## src/rtl/wb_port_scheduler_pkg.sv

```systemverilog
// Shared definitions for the write-back port scheduler.
// Holds the FSM state encoding, the r0 address constant and the saturating counter helper.
package wb_port_scheduler_pkg;

    typedef enum logic {
        ST_IDLE   = 1'b0,
        ST_PEND_B = 1'b1
    } sched_state_e;

    localparam int unsigned R0_ADDR     = 0;
    localparam int unsigned DUAL_CNT_W  = 16;
    localparam logic [DUAL_CNT_W-1:0] DUAL_CNT_MAX = '1;

    function automatic logic [DUAL_CNT_W-1:0] sat_inc(input logic [DUAL_CNT_W-1:0] v);
        return (v == DUAL_CNT_MAX) ? v : v + 1'b1;
    endfunction

endpackage

```

## src/rtl/wb_port_scheduler_if.sv

```systemverilog
// Request and register-file write signals between write-back and the scheduler.
// The master side issues the A/B write requests; the slave side is the scheduler.
interface wb_port_scheduler_if #(
    parameter int DATA_WIDTH     = 32,
    parameter int REG_ADDR_WIDTH = 5
);
    logic                      reg_a_wr_en_in;
    logic [REG_ADDR_WIDTH-1:0] reg_a_wr_addr_in;
    logic [DATA_WIDTH-1:0]     reg_a_wr_data_in;
    logic                      reg_b_wr_en_in;
    logic [REG_ADDR_WIDTH-1:0] reg_b_wr_addr_in;
    logic [DATA_WIDTH-1:0]     reg_b_wr_data_in;
    logic                      rf_wr_en_out;
    logic [REG_ADDR_WIDTH-1:0] rf_wr_addr_out;
    logic [DATA_WIDTH-1:0]     rf_wr_data_out;
    logic                      stall_out;
    logic [15:0]               dual_wr_count_out;

    modport master (
        output reg_a_wr_en_in, reg_a_wr_addr_in, reg_a_wr_data_in,
        output reg_b_wr_en_in, reg_b_wr_addr_in, reg_b_wr_data_in,
        input  rf_wr_en_out, rf_wr_addr_out, rf_wr_data_out,
        input  stall_out, dual_wr_count_out
    );

    modport slave (
        input  reg_a_wr_en_in, reg_a_wr_addr_in, reg_a_wr_data_in,
        input  reg_b_wr_en_in, reg_b_wr_addr_in, reg_b_wr_data_in,
        output rf_wr_en_out, rf_wr_addr_out, rf_wr_data_out,
        output stall_out, dual_wr_count_out
    );

endinterface

```

## src/rtl/wb_port_scheduler.sv

```systemverilog
// Serializes the primary (A) and HI (B) write-back results onto a single-port register file.
// A dual write to distinct registers stalls the pipeline one cycle and emits A then B.
module wb_port_scheduler
    import wb_port_scheduler_pkg::*;
#(
    parameter int DATA_WIDTH     = 32,
    parameter int REG_ADDR_WIDTH = 5
) (
    input  logic              clk,
    input  logic              rst_n,
    wb_port_scheduler_if.slave bus
);

    // state     | meaning
    // ST_IDLE   | accept new requests from write-back
    // ST_PEND_B | A issued, buffered B goes out next; inputs are a held copy and ignored

    localparam logic [REG_ADDR_WIDTH-1:0] R0 = REG_ADDR_WIDTH'(R0_ADDR);

    sched_state_e              state, state_next;
    logic                      rf_wr_en, rf_wr_en_next;
    logic [REG_ADDR_WIDTH-1:0] rf_wr_addr, rf_wr_addr_next;
    logic [DATA_WIDTH-1:0]     rf_wr_data, rf_wr_data_next;
    logic [REG_ADDR_WIDTH-1:0] pend_addr;
    logic [DATA_WIDTH-1:0]     pend_data;
    logic                      pend_load;
    logic                      cnt_inc;
    logic                      stall_c;
    logic [15:0]               dual_wr_count;
    logic                      a_eff, b_eff;

    assign a_eff = bus.reg_a_wr_en_in && (bus.reg_a_wr_addr_in != R0);
    assign b_eff = bus.reg_b_wr_en_in && (bus.reg_b_wr_addr_in != R0);

    always_comb begin
        state_next      = state;
        rf_wr_en_next   = 1'b0;
        rf_wr_addr_next = rf_wr_addr;
        rf_wr_data_next = rf_wr_data;
        pend_load       = 1'b0;
        cnt_inc         = 1'b0;
        stall_c         = 1'b0;
        unique case (state)
            ST_IDLE: begin
                if (a_eff && b_eff) begin
                    if (bus.reg_a_wr_addr_in == bus.reg_b_wr_addr_in) begin
                        // Same destination: B is the later write and wins.
                        rf_wr_en_next   = 1'b1;
                        rf_wr_addr_next = bus.reg_b_wr_addr_in;
                        rf_wr_data_next = bus.reg_b_wr_data_in;
                    end else begin
                        rf_wr_en_next   = 1'b1;
                        rf_wr_addr_next = bus.reg_a_wr_addr_in;
                        rf_wr_data_next = bus.reg_a_wr_data_in;
                        pend_load       = 1'b1;
                        cnt_inc         = 1'b1;
                        stall_c         = 1'b1;
                        state_next      = ST_PEND_B;
                    end
                end else if (a_eff) begin
                    rf_wr_en_next   = 1'b1;
                    rf_wr_addr_next = bus.reg_a_wr_addr_in;
                    rf_wr_data_next = bus.reg_a_wr_data_in;
                end else if (b_eff) begin
                    rf_wr_en_next   = 1'b1;
                    rf_wr_addr_next = bus.reg_b_wr_addr_in;
                    rf_wr_data_next = bus.reg_b_wr_data_in;
                end
            end
            ST_PEND_B: begin
                rf_wr_en_next   = 1'b1;
                rf_wr_addr_next = pend_addr;
                rf_wr_data_next = pend_data;
                state_next      = ST_IDLE;
            end
            default: state_next = ST_IDLE;
        endcase
    end

    always_ff @(posedge clk) begin
        if (!rst_n) begin
            state         <= ST_IDLE;
            rf_wr_en      <= 1'b0;
            rf_wr_addr    <= '0;
            rf_wr_data    <= '0;
            pend_addr     <= '0;
            pend_data     <= '0;
            dual_wr_count <= '0;
        end else begin
            state      <= state_next;
            rf_wr_en   <= rf_wr_en_next;
            rf_wr_addr <= rf_wr_addr_next;
            rf_wr_data <= rf_wr_data_next;
            if (pend_load) begin
                pend_addr <= bus.reg_b_wr_addr_in;
                pend_data <= bus.reg_b_wr_data_in;
            end
            if (cnt_inc) begin
                dual_wr_count <= sat_inc(dual_wr_count);
            end
        end
    end

    // Reset must never leak a stall, even if the state register is not yet cleared.
    assign bus.stall_out         = stall_c && rst_n;
    assign bus.rf_wr_en_out      = rf_wr_en;
    assign bus.rf_wr_addr_out    = rf_wr_addr;
    assign bus.rf_wr_data_out    = rf_wr_data;
    assign bus.dual_wr_count_out = dual_wr_count;

endmodule

```

## src/flat_wrapper.sv

```systemverilog
// flat-port wrapper written by rule: the top's interface ports become plain ports
module wb_port_scheduler_flat import wb_port_scheduler_pkg::*;
#(
    parameter int DATA_WIDTH     = 32,
    parameter int REG_ADDR_WIDTH = 5
)
  (clk, rst_n, bus_reg_a_wr_en_in, bus_reg_a_wr_addr_in, bus_reg_a_wr_data_in, bus_reg_b_wr_en_in, bus_reg_b_wr_addr_in, bus_reg_b_wr_data_in, bus_rf_wr_en_out, bus_rf_wr_addr_out, bus_rf_wr_data_out, bus_stall_out, bus_dual_wr_count_out);
  wb_port_scheduler_if #(.DATA_WIDTH(DATA_WIDTH), .REG_ADDR_WIDTH(REG_ADDR_WIDTH)) bus_i ();
  input  logic clk;
  input  logic rst_n;
  input wire logic [$bits(bus_i.reg_a_wr_en_in)-1:0] bus_reg_a_wr_en_in;
  input wire logic [$bits(bus_i.reg_a_wr_addr_in)-1:0] bus_reg_a_wr_addr_in;
  input wire logic [$bits(bus_i.reg_a_wr_data_in)-1:0] bus_reg_a_wr_data_in;
  input wire logic [$bits(bus_i.reg_b_wr_en_in)-1:0] bus_reg_b_wr_en_in;
  input wire logic [$bits(bus_i.reg_b_wr_addr_in)-1:0] bus_reg_b_wr_addr_in;
  input wire logic [$bits(bus_i.reg_b_wr_data_in)-1:0] bus_reg_b_wr_data_in;
  output wire logic [$bits(bus_i.rf_wr_en_out)-1:0] bus_rf_wr_en_out;
  output wire logic [$bits(bus_i.rf_wr_addr_out)-1:0] bus_rf_wr_addr_out;
  output wire logic [$bits(bus_i.rf_wr_data_out)-1:0] bus_rf_wr_data_out;
  output wire logic [$bits(bus_i.stall_out)-1:0] bus_stall_out;
  output wire logic [$bits(bus_i.dual_wr_count_out)-1:0] bus_dual_wr_count_out;
  assign bus_i.reg_a_wr_en_in = bus_reg_a_wr_en_in;
  assign bus_i.reg_a_wr_addr_in = bus_reg_a_wr_addr_in;
  assign bus_i.reg_a_wr_data_in = bus_reg_a_wr_data_in;
  assign bus_i.reg_b_wr_en_in = bus_reg_b_wr_en_in;
  assign bus_i.reg_b_wr_addr_in = bus_reg_b_wr_addr_in;
  assign bus_i.reg_b_wr_data_in = bus_reg_b_wr_data_in;
  assign bus_rf_wr_en_out = bus_i.rf_wr_en_out;
  assign bus_rf_wr_addr_out = bus_i.rf_wr_addr_out;
  assign bus_rf_wr_data_out = bus_i.rf_wr_data_out;
  assign bus_stall_out = bus_i.stall_out;
  assign bus_dual_wr_count_out = bus_i.dual_wr_count_out;
  wb_port_scheduler #(.DATA_WIDTH(DATA_WIDTH), .REG_ADDR_WIDTH(REG_ADDR_WIDTH)) u_core (.clk(clk), .rst_n(rst_n), .bus(bus_i));
endmodule
```

## config.mk

```make
export PLATFORM = sky130hd
export DESIGN_NAME = wb_port_scheduler_flat
export DESIGN_NICKNAME = d
export VERILOG_FILES = /design/src/rtl/wb_port_scheduler_pkg.sv /design/src/rtl/wb_port_scheduler_if.sv /design/src/rtl/wb_port_scheduler.sv /design/src/flat_wrapper.sv
export SDC_FILE = /design/constraint.sdc
export NUM_CORES = 1
export LEC_CHECK = 0
export ABC_CLOCK_PERIOD_IN_PS = 5600
export CAP_MARGIN = 30
export CORE_MARGIN = 5
export CORE_UTILIZATION = 35
export CTS_CLUSTER_DIAMETER = 60
export DETAILED_ROUTE_END_ITERATION = 10
export PLACE_DENSITY = 0.64
export SLEW_MARGIN = 5
export SYNTH_ARGS = -nofsm -noshare
export SYNTH_HDL_FRONTEND = slang
export SYNTH_SLANG_ARGS = --single-unit
```

## constraint.sdc

```tcl
create_clock -name clk -period 5.6 [get_ports clk]
set_input_delay 1.12 -clock clk [delete_from_list [all_inputs] [get_ports clk]]
set_output_delay 1.12 -clock clk [all_outputs]
set_load 0.1 [all_outputs]
```

==> results.sh, run 1 <==
export IMPL_holdBufCountCts=0
export IMPL_ys_ff_latch=92
export IMPL_grt_pass1_wl_um=22000
export IMPL_rsz0062_at_grt="false"
export IMPL_ys_warn_count=0
export IMPL_cellPowerDensity_nw_per_um2=290
export IMPL_first_pass_iters=4
export IMPL_power_leakage_nw=2.44
export IMPL_wl_um=13200
export IMPL_crit_chain="clkdlybuf4s50_1 -> or4_4 -> o21a_2 -> o211ai_4 -> nor2_1 -> buf_4"
export IMPL_cts_resized_gates=0
export IMPL_period_share_pct=75.6
export IMPL_critPathMaxStageDelay_ns=0.57
export IMPL_hold_viol_final=0
export IMPL_dp_hpwl_um=9020
export IMPL_core_rowCount=42
export IMPL_holdPathEnd="u_core.pend_addr[3]"
export IMPL_period_minus_slack_ns=4.23
export IMPL_ant_nets=0
export IMPL_portBuffers=132
export IMPL_dieArea_um2=15700
export IMPL_drc_errors=0
export IMPL_multi_input_area_um2=2490
export IMPL_antenna_found_initial=0
export IMPL_post_drt_wl_per_cell_um=16.8
export IMPL_tns_ns=0
export IMPL_clk_latency_ns=0.34
export IMPL_synth_edf_count=0
export IMPL_hold_path_depth=2
export IMPL_vias=4163
export IMPL_io_pins=133
export IMPL_synth_nets=573
export IMPL_hold_class="reg2reg"
export IMPL_setup_violations=0
export IMPL_clockBufferDepth=2
export IMPL_cp_data_arrival_time_ns=3.11
export IMPL_routed_via_density=5.32
export IMPL_cts_tree="built"
export IMPL_slowest_stage="or4_4"
export IMPL_first_global_vias=4314
export IMPL_r2r_slack_ns=3.17
export IMPL_maxSlewViolCount=0
export IMPL_crit_family="buffers and inverters"
export IMPL_cp_num_buf_inv=2
export IMPL_core_um2=13100
export IMPL_diodes=0
export IMPL_netlist_area_um2=4640
export IMPL_worst_r2r_cell_count=6
export IMPL_ys_flop_type="dfxtp_1"
export IMPL_htreeDepth=3
export IMPL_cts_sinks=92
export IMPL_place_gp_congestion=0.803
export IMPL_end_kind="output port"
export IMPL_startpoint_type="primary input"
export IMPL_area_growth_pct=35.1
export IMPL_ff_latch_area_um2=1840
export IMPL_worstMarginPinSlew_ns=1.02
export IMPL_nets=681
export IMPL_timing_rr_start="u_core.state"
export IMPL_hp_start="u_core.pend_addr[3]"
export IMPL_status="completed"
export IMPL_required_ns=4.48
export IMPL_cts_buffers=9
export IMPL_syn_area_per_cell_um2=9.40
export IMPL_grt_overflow_total=0
export IMPL_maxCapViolations=0
export IMPL_die_x_um=125
export IMPL_postSynthCellCount=494
export IMPL_worstReg2RegEnd="u_core.bus.dual_wr_count_out[6]"
export IMPL_first_iter_violations=235
export IMPL_skew_ns=0.00717
export IMPL_ys_types=48
export IMPL_critical_path_class="in2out"
export IMPL_fillers=1296
export IMPL_drive_gt1_share_pct=9.39
export IMPL_peakVddDrop_uv=131
export IMPL_post_route_util_pct=47.8
export IMPL_fmax_mhz=236
export IMPL_max_slew_margin_pct=31.7
export IMPL_synthArstFlopShare_pct=0
export IMPL_path_clk_slew_ns=0.06
export IMPL_dieHeight_um=125
export IMPL_track_usage_pct=17.0
export IMPL_fin_hold_ws_ns=0.490
export IMPL_initial_core_util_pct=35.3
export IMPL_postCtsSetupBuffers=0
export IMPL_grt_max_degree=66
export IMPL_synth_yosys_seq_area_share_pct=39.7
export IMPL_cts_root_buf="clkbuf_16"
export IMPL_critPathMaxFanout=23
==> metal layers <==
| metal | GRT usage [%] | vias to the layer above | part of all wire, % |
|---|---|---|---|
| li1 | - | 2025 | - |
| met1 | 20.5 | 2010 | 44 |
| met2 | 29.5 | 115 | 49 |
| met3 | 4.26 | 13 | 5.2 |
| met4 | 5.99 | 0 | 1.4 |
| met5 | 0 | - | 0 |
==> cell usage in the layout, fill, tap and decap left out, drive strengths merged, types with 3 or more instances in the layout <==
| cell type | count |
|---|---|
| a21oi | 11 |
| a221oi | 4 |
| a2bb2oi | 15 |
| and4 | 3 |
| buf | 6 |
| clkbuf | 11 |
| clkdlybuf4s50 | 130 |
| clkinv | 4 |
| dfxtp | 92 |
| inv | 21 |
| mux2i | 60 |
| nand2 | 46 |
| nand2b | 6 |
| nand3 | 10 |
| nand3b | 15 |
| nand4 | 3 |
| nor2 | 58 |
| o2111a | 15 |
| o2111ai | 3 |
| o21ai | 32 |
| o31ai | 8 |
| o41ai | 18 |
| or3 | 8 |
| or4 | 6 |
| xnor2 | 5 |
==> synthesized netlist by cell type (2+ instances only) <==
cell / count / area (um2)
a21oi_1: 11 / 55.1
a221oi_1: 4 / 35.0
a2bb2oi_1: 15 / 131
and4_1: 3 / 26.3
buf_1: 2 / 7.51
buf_2: 4 / 20.0
buf_4: 3 / 22.5
buf_6: 10 / 113
clkbuf_1: 19 / 71.3
dfxtp_1: 92 / 1840
inv_1: 19 / 71.3
mux2i_1: 60 / 601
nand2_1: 46 / 173
nand2b_1: 6 / 37.5
nand3_1: 10 / 50.1
nand3b_1: 15 / 113
nand4_1: 3 / 18.8
nor2_1: 57 / 214
nor4_1: 2 / 12.5
nor4b_1: 2 / 17.5
o2111a_1: 15 / 169
o2111ai_1: 3 / 26.3
o21ai_0: 6 / 30.0
o21ai_1: 14 / 70.1
o21ai_2: 12 / 105
o31ai_1: 8 / 60.1
o41ai_1: 8 / 70.1
o41ai_2: 10 / 163
or3_1: 8 / 50.1
or4_1: 4 / 30.0
or4_4: 2 / 22.5
xnor2_1: 5 / 43.8
==> state kept, by name, indices dropped and copies added, names as in the netlist <==
register,flops
u_core.bus.rf_wr_addr_out,5
u_core.bus.rf_wr_data_out,32
u_core.pend_data,32
u_core.pend_addr,5
u_core.bus.dual_wr_count_out,16
u_core.state,1
u_core.bus.rf_wr_en_out,1
==> worst register-to-register path: stages, from the launching register on <==
cell and delay [ns]:
dfxtp_2 0.32, inv_2 0.32, o211a_4 0.39, o211ai_4 0.11, buf_4 0.43, or4_1 0.65
a21oi_1 0.14
==> worst max path at each step <==
stage                                        from            end  slack [ns]  depth (start not counted)
after detailed placement  bus_reg_a_wr_addr_in[0]  bus_stall_out        1.37                          6
after floorplan           bus_reg_a_wr_addr_in[0]  bus_stall_out        1.39                          6
final                     bus_reg_a_wr_addr_in[0]  bus_stall_out        1.37                          6
after global routing      bus_reg_a_wr_addr_in[0]  bus_stall_out        1.29                          6
after CTS                 bus_reg_a_wr_addr_in[0]  bus_stall_out        1.36                          6
after global placement    bus_reg_a_wr_addr_in[0]  bus_stall_out        1.36                          6
==> final cells by class <==
cell class | count | area share (%)
Clock buffer | 11 | 4.03
Clock inverter | 5 | 0.798
Sequential cell | 92 | 29.4
Inverter | 21 | 1.26
Tap cell | 176 | 3.51
Timing Repair Buffer | 136 | 21.4
Multi-Input combinational cell | 342 | 39.6
==> logic make-up (layout without fill, tap and decap cells) <==
| logic type | after synthesis | in the layout | synth area share, % |
|---|---|---|---|
| simple gates | 163 | 163 | 17.5 |
| mux | 60 | 60 | 12.9 |
| flops | 92 | 92 | 39.7 |
| xor+xnor | 6 | 6 | 1.13 |
| buf+inv | 60 | 173 | 7.17 |
| compound gates | 112 | 112 | 21.3 |
| fa+ha+maj | 1 | 1 | 0.269 |
==> report_power, final <==
group	internal (mW)	leakage (nW)	switching, mW	total [mW]
logic	0.159	1.53	0.322	0.481
clock network	0.367	0.155	0.254	0.621
registers	0.695	0.755	0.0238	0.719
total	1.22	2.44	0.599	1.82
==> through the flow <==
stage                     instance area (um2)  setup slack, ns  std cells  power, mW
after floorplan                          4640             1.39        494       1.07
after global placement                   5970             1.36        767       1.21
after detailed placement                 5970             1.37        767       1.22
after CTS                                6270             1.36        783       1.84
after global routing                     6270             1.29        783       1.90
final                                    6270             1.37        783       1.82
(Power assumes the default switching activity.)
==> run 2, diff against run 1 <==
ABC_CLOCK_PERIOD_IN_PS = 3400   (was 5600)
PLACE_DENSITY = 0.66   (was 0.64)
clock period = 3.4 ns   (was 5.6 ns; I/O delays follow)
==> results.sh, run 2 (synthesis gave the netlist of run 1 again) <==
export IMPL_status="completed"
export IMPL_post_drt_wl_per_cell_um=16.8
export IMPL_cellPowerDensity_nw_per_um2=498
export IMPL_layout_common_cells="clkdlybuf4s50_1, dfxtp_1, mux2i_1, nor2_1, nand2_1"
export IMPL_startpoint_type="primary input"
export IMPL_cts_sinks=92
export IMPL_critPathMaxFanout=16
export IMPL_cts_resized_gates=0
export IMPL_postCtsSetupBuffers=0
export IMPL_routed_via_density=5.29
export IMPL_grt_overflow_total=0
export IMPL_worstMarginPinSlew_ns=0.988
export IMPL_maxSlewViolCount=0
export IMPL_first_global_vias=4360
export IMPL_period_share_pct=93.5
export IMPL_end_kind="output port"
export IMPL_fillers=1252
export IMPL_ant_nets=0
export IMPL_htreeDepth=3
export IMPL_io_pins=133
export IMPL_required_ns=2.72
export IMPL_place_gp_congestion=0.876
export IMPL_holdBufCountCts=0
export IMPL_hp_start="u_core.bus.rf_wr_addr_out[4]"
export IMPL_grt_pass1_wl_um=21800
export IMPL_pre_cts_ws_ns=0.227
export IMPL_die_x_um=125
export IMPL_placed_cell_area_um2=5980
export IMPL_diodes=0
export IMPL_clk_latency_ns=0.35
export IMPL_first_pass_iters=5
export IMPL_grt_max_degree=66
export IMPL_dp_hpwl_um=9010
export IMPL_dieArea_um2=15700
export IMPL_final_common_cell="clkdlybuf4s50_1"
export IMPL_cts_buffers=9
export IMPL_portBuffers=132
export IMPL_initial_core_util_pct=35.3
export IMPL_drc_errors=0
export IMPL_track_usage_pct=17.1
export IMPL_cp_data_arrival_time_ns=2.50
export IMPL_cp_startpoint="bus_reg_b_wr_addr_in[2]"
export IMPL_rsz0062_at_grt="false"
export IMPL_wl_um=13300
export IMPL_fin_ws_ns=0.222
export IMPL_core_rowCount=42
export IMPL_vias=4170
export IMPL_peakVddDrop_uv=220
export IMPL_core_um2=13100
export IMPL_area_growth_pct=36.3
export IMPL_cts_root_buf="clkbuf_16"
export IMPL_timing_rr_start="u_core.state"
export IMPL_fmax_mhz=315
export IMPL_antenna_found_initial=0
export IMPL_drive_gt1_share_pct=14.4
export IMPL_period_minus_slack_ns=3.18
export IMPL_design_area_um2=6330
export IMPL_skew_ns=0.00501
export IMPL_nets=687
export IMPL_setup_violations=0
export IMPL_hold_class="reg2reg"
export IMPL_critical_path_class="in2out"
export IMPL_cts_tree="built"
export IMPL_power_leakage_nw=2.54
export IMPL_hold_viol_final=0
export IMPL_max_slew_margin_pct=33.9
export IMPL_tns_ns=0
export IMPL_first_iter_violations=304
export IMPL_clockBufferDepth=2
export IMPL_dieHeight_um=125
export IMPL_path_clk_slew_ns=0.07
export IMPL_maxCapViolations=0
==> run 2: cell count changes in the layout (fill, tap and decap cells not counted) <==
cell / delta
buf_12: +2
buf_4: +29
bufinv_16: +2
clkbuf_8: -1
clkdlybuf4s50_1: -25
clkinv_2: -3
clkinv_4: +1
clkinvlp_4: +1
==> run 2: metrics by stage <==
step | total power [mW] | util, % | instances | hold WS, ns
6_report | 3.16 | 48.2 | 789 | 0.482
5_1_grt | 3.28 | 48.2 | 789 | 0.496
4_1_cts | 3.19 | 48.2 | 789 | 0.480
3_5_place_dp | 2.01 | 45.5 | 773 | 0.467
3_3_place_gp | 2.00 | 45.5 | 773 | 0.460
2_1_floorplan | 1.77 | - | 494 | 0.458
==> run 2: area by class of cell <==
cell class	count	area, um2	share of cell area, %
multi-input combinational	342	2490	39.3
sequential	92	1840	29.1
timing repair buffer	142	1350	21.3
clock buffer	10	239	3.78
tap	176	220	3.48
clock inverter	6	111	1.76
inverter	21	78.8	1.25
==> run 2: path summary, 6_finish.rpt <==
| check | slack (ns) | cells past startpoint | to |
|---|---|---|---|
| min reg2reg | 0.48 | 2 | u_core.bus.rf_wr_addr_out[4] |
| max reg2reg | 1.20 | 6 | u_core.bus.dual_wr_count_out[6] |
| max | 0.22 | 6 | bus_stall_out |
| min | 0.48 | 2 | u_core.bus.rf_wr_addr_out[4] |
==> run 2: power by group <==
part	switching [mW]	leakage (nW)	internal, mW
Combinational	0.533	1.62	0.266
Clock	0.435	0.169	0.739
Sequential	0.0374	0.755	1.14
Total	1.01	2.54	2.15
==> run 2: metal layers <==
metal	track usage (%)	wire length (um)	part of all wire [%]
met1	20.7	5960	45
met2	28.3	6230	47
met3	4.82	778	5.9
met4	7.40	321	2.4
met5	0	0	0
==> run 2: critical path, cell delays in order <==
cell and delay (ns):
clkdlybuf4s50_1 0.54, or4_4 0.55, o211a_4 0.33, o211ai_4 0.12, nor2_1 0.10, buf_12 0.17
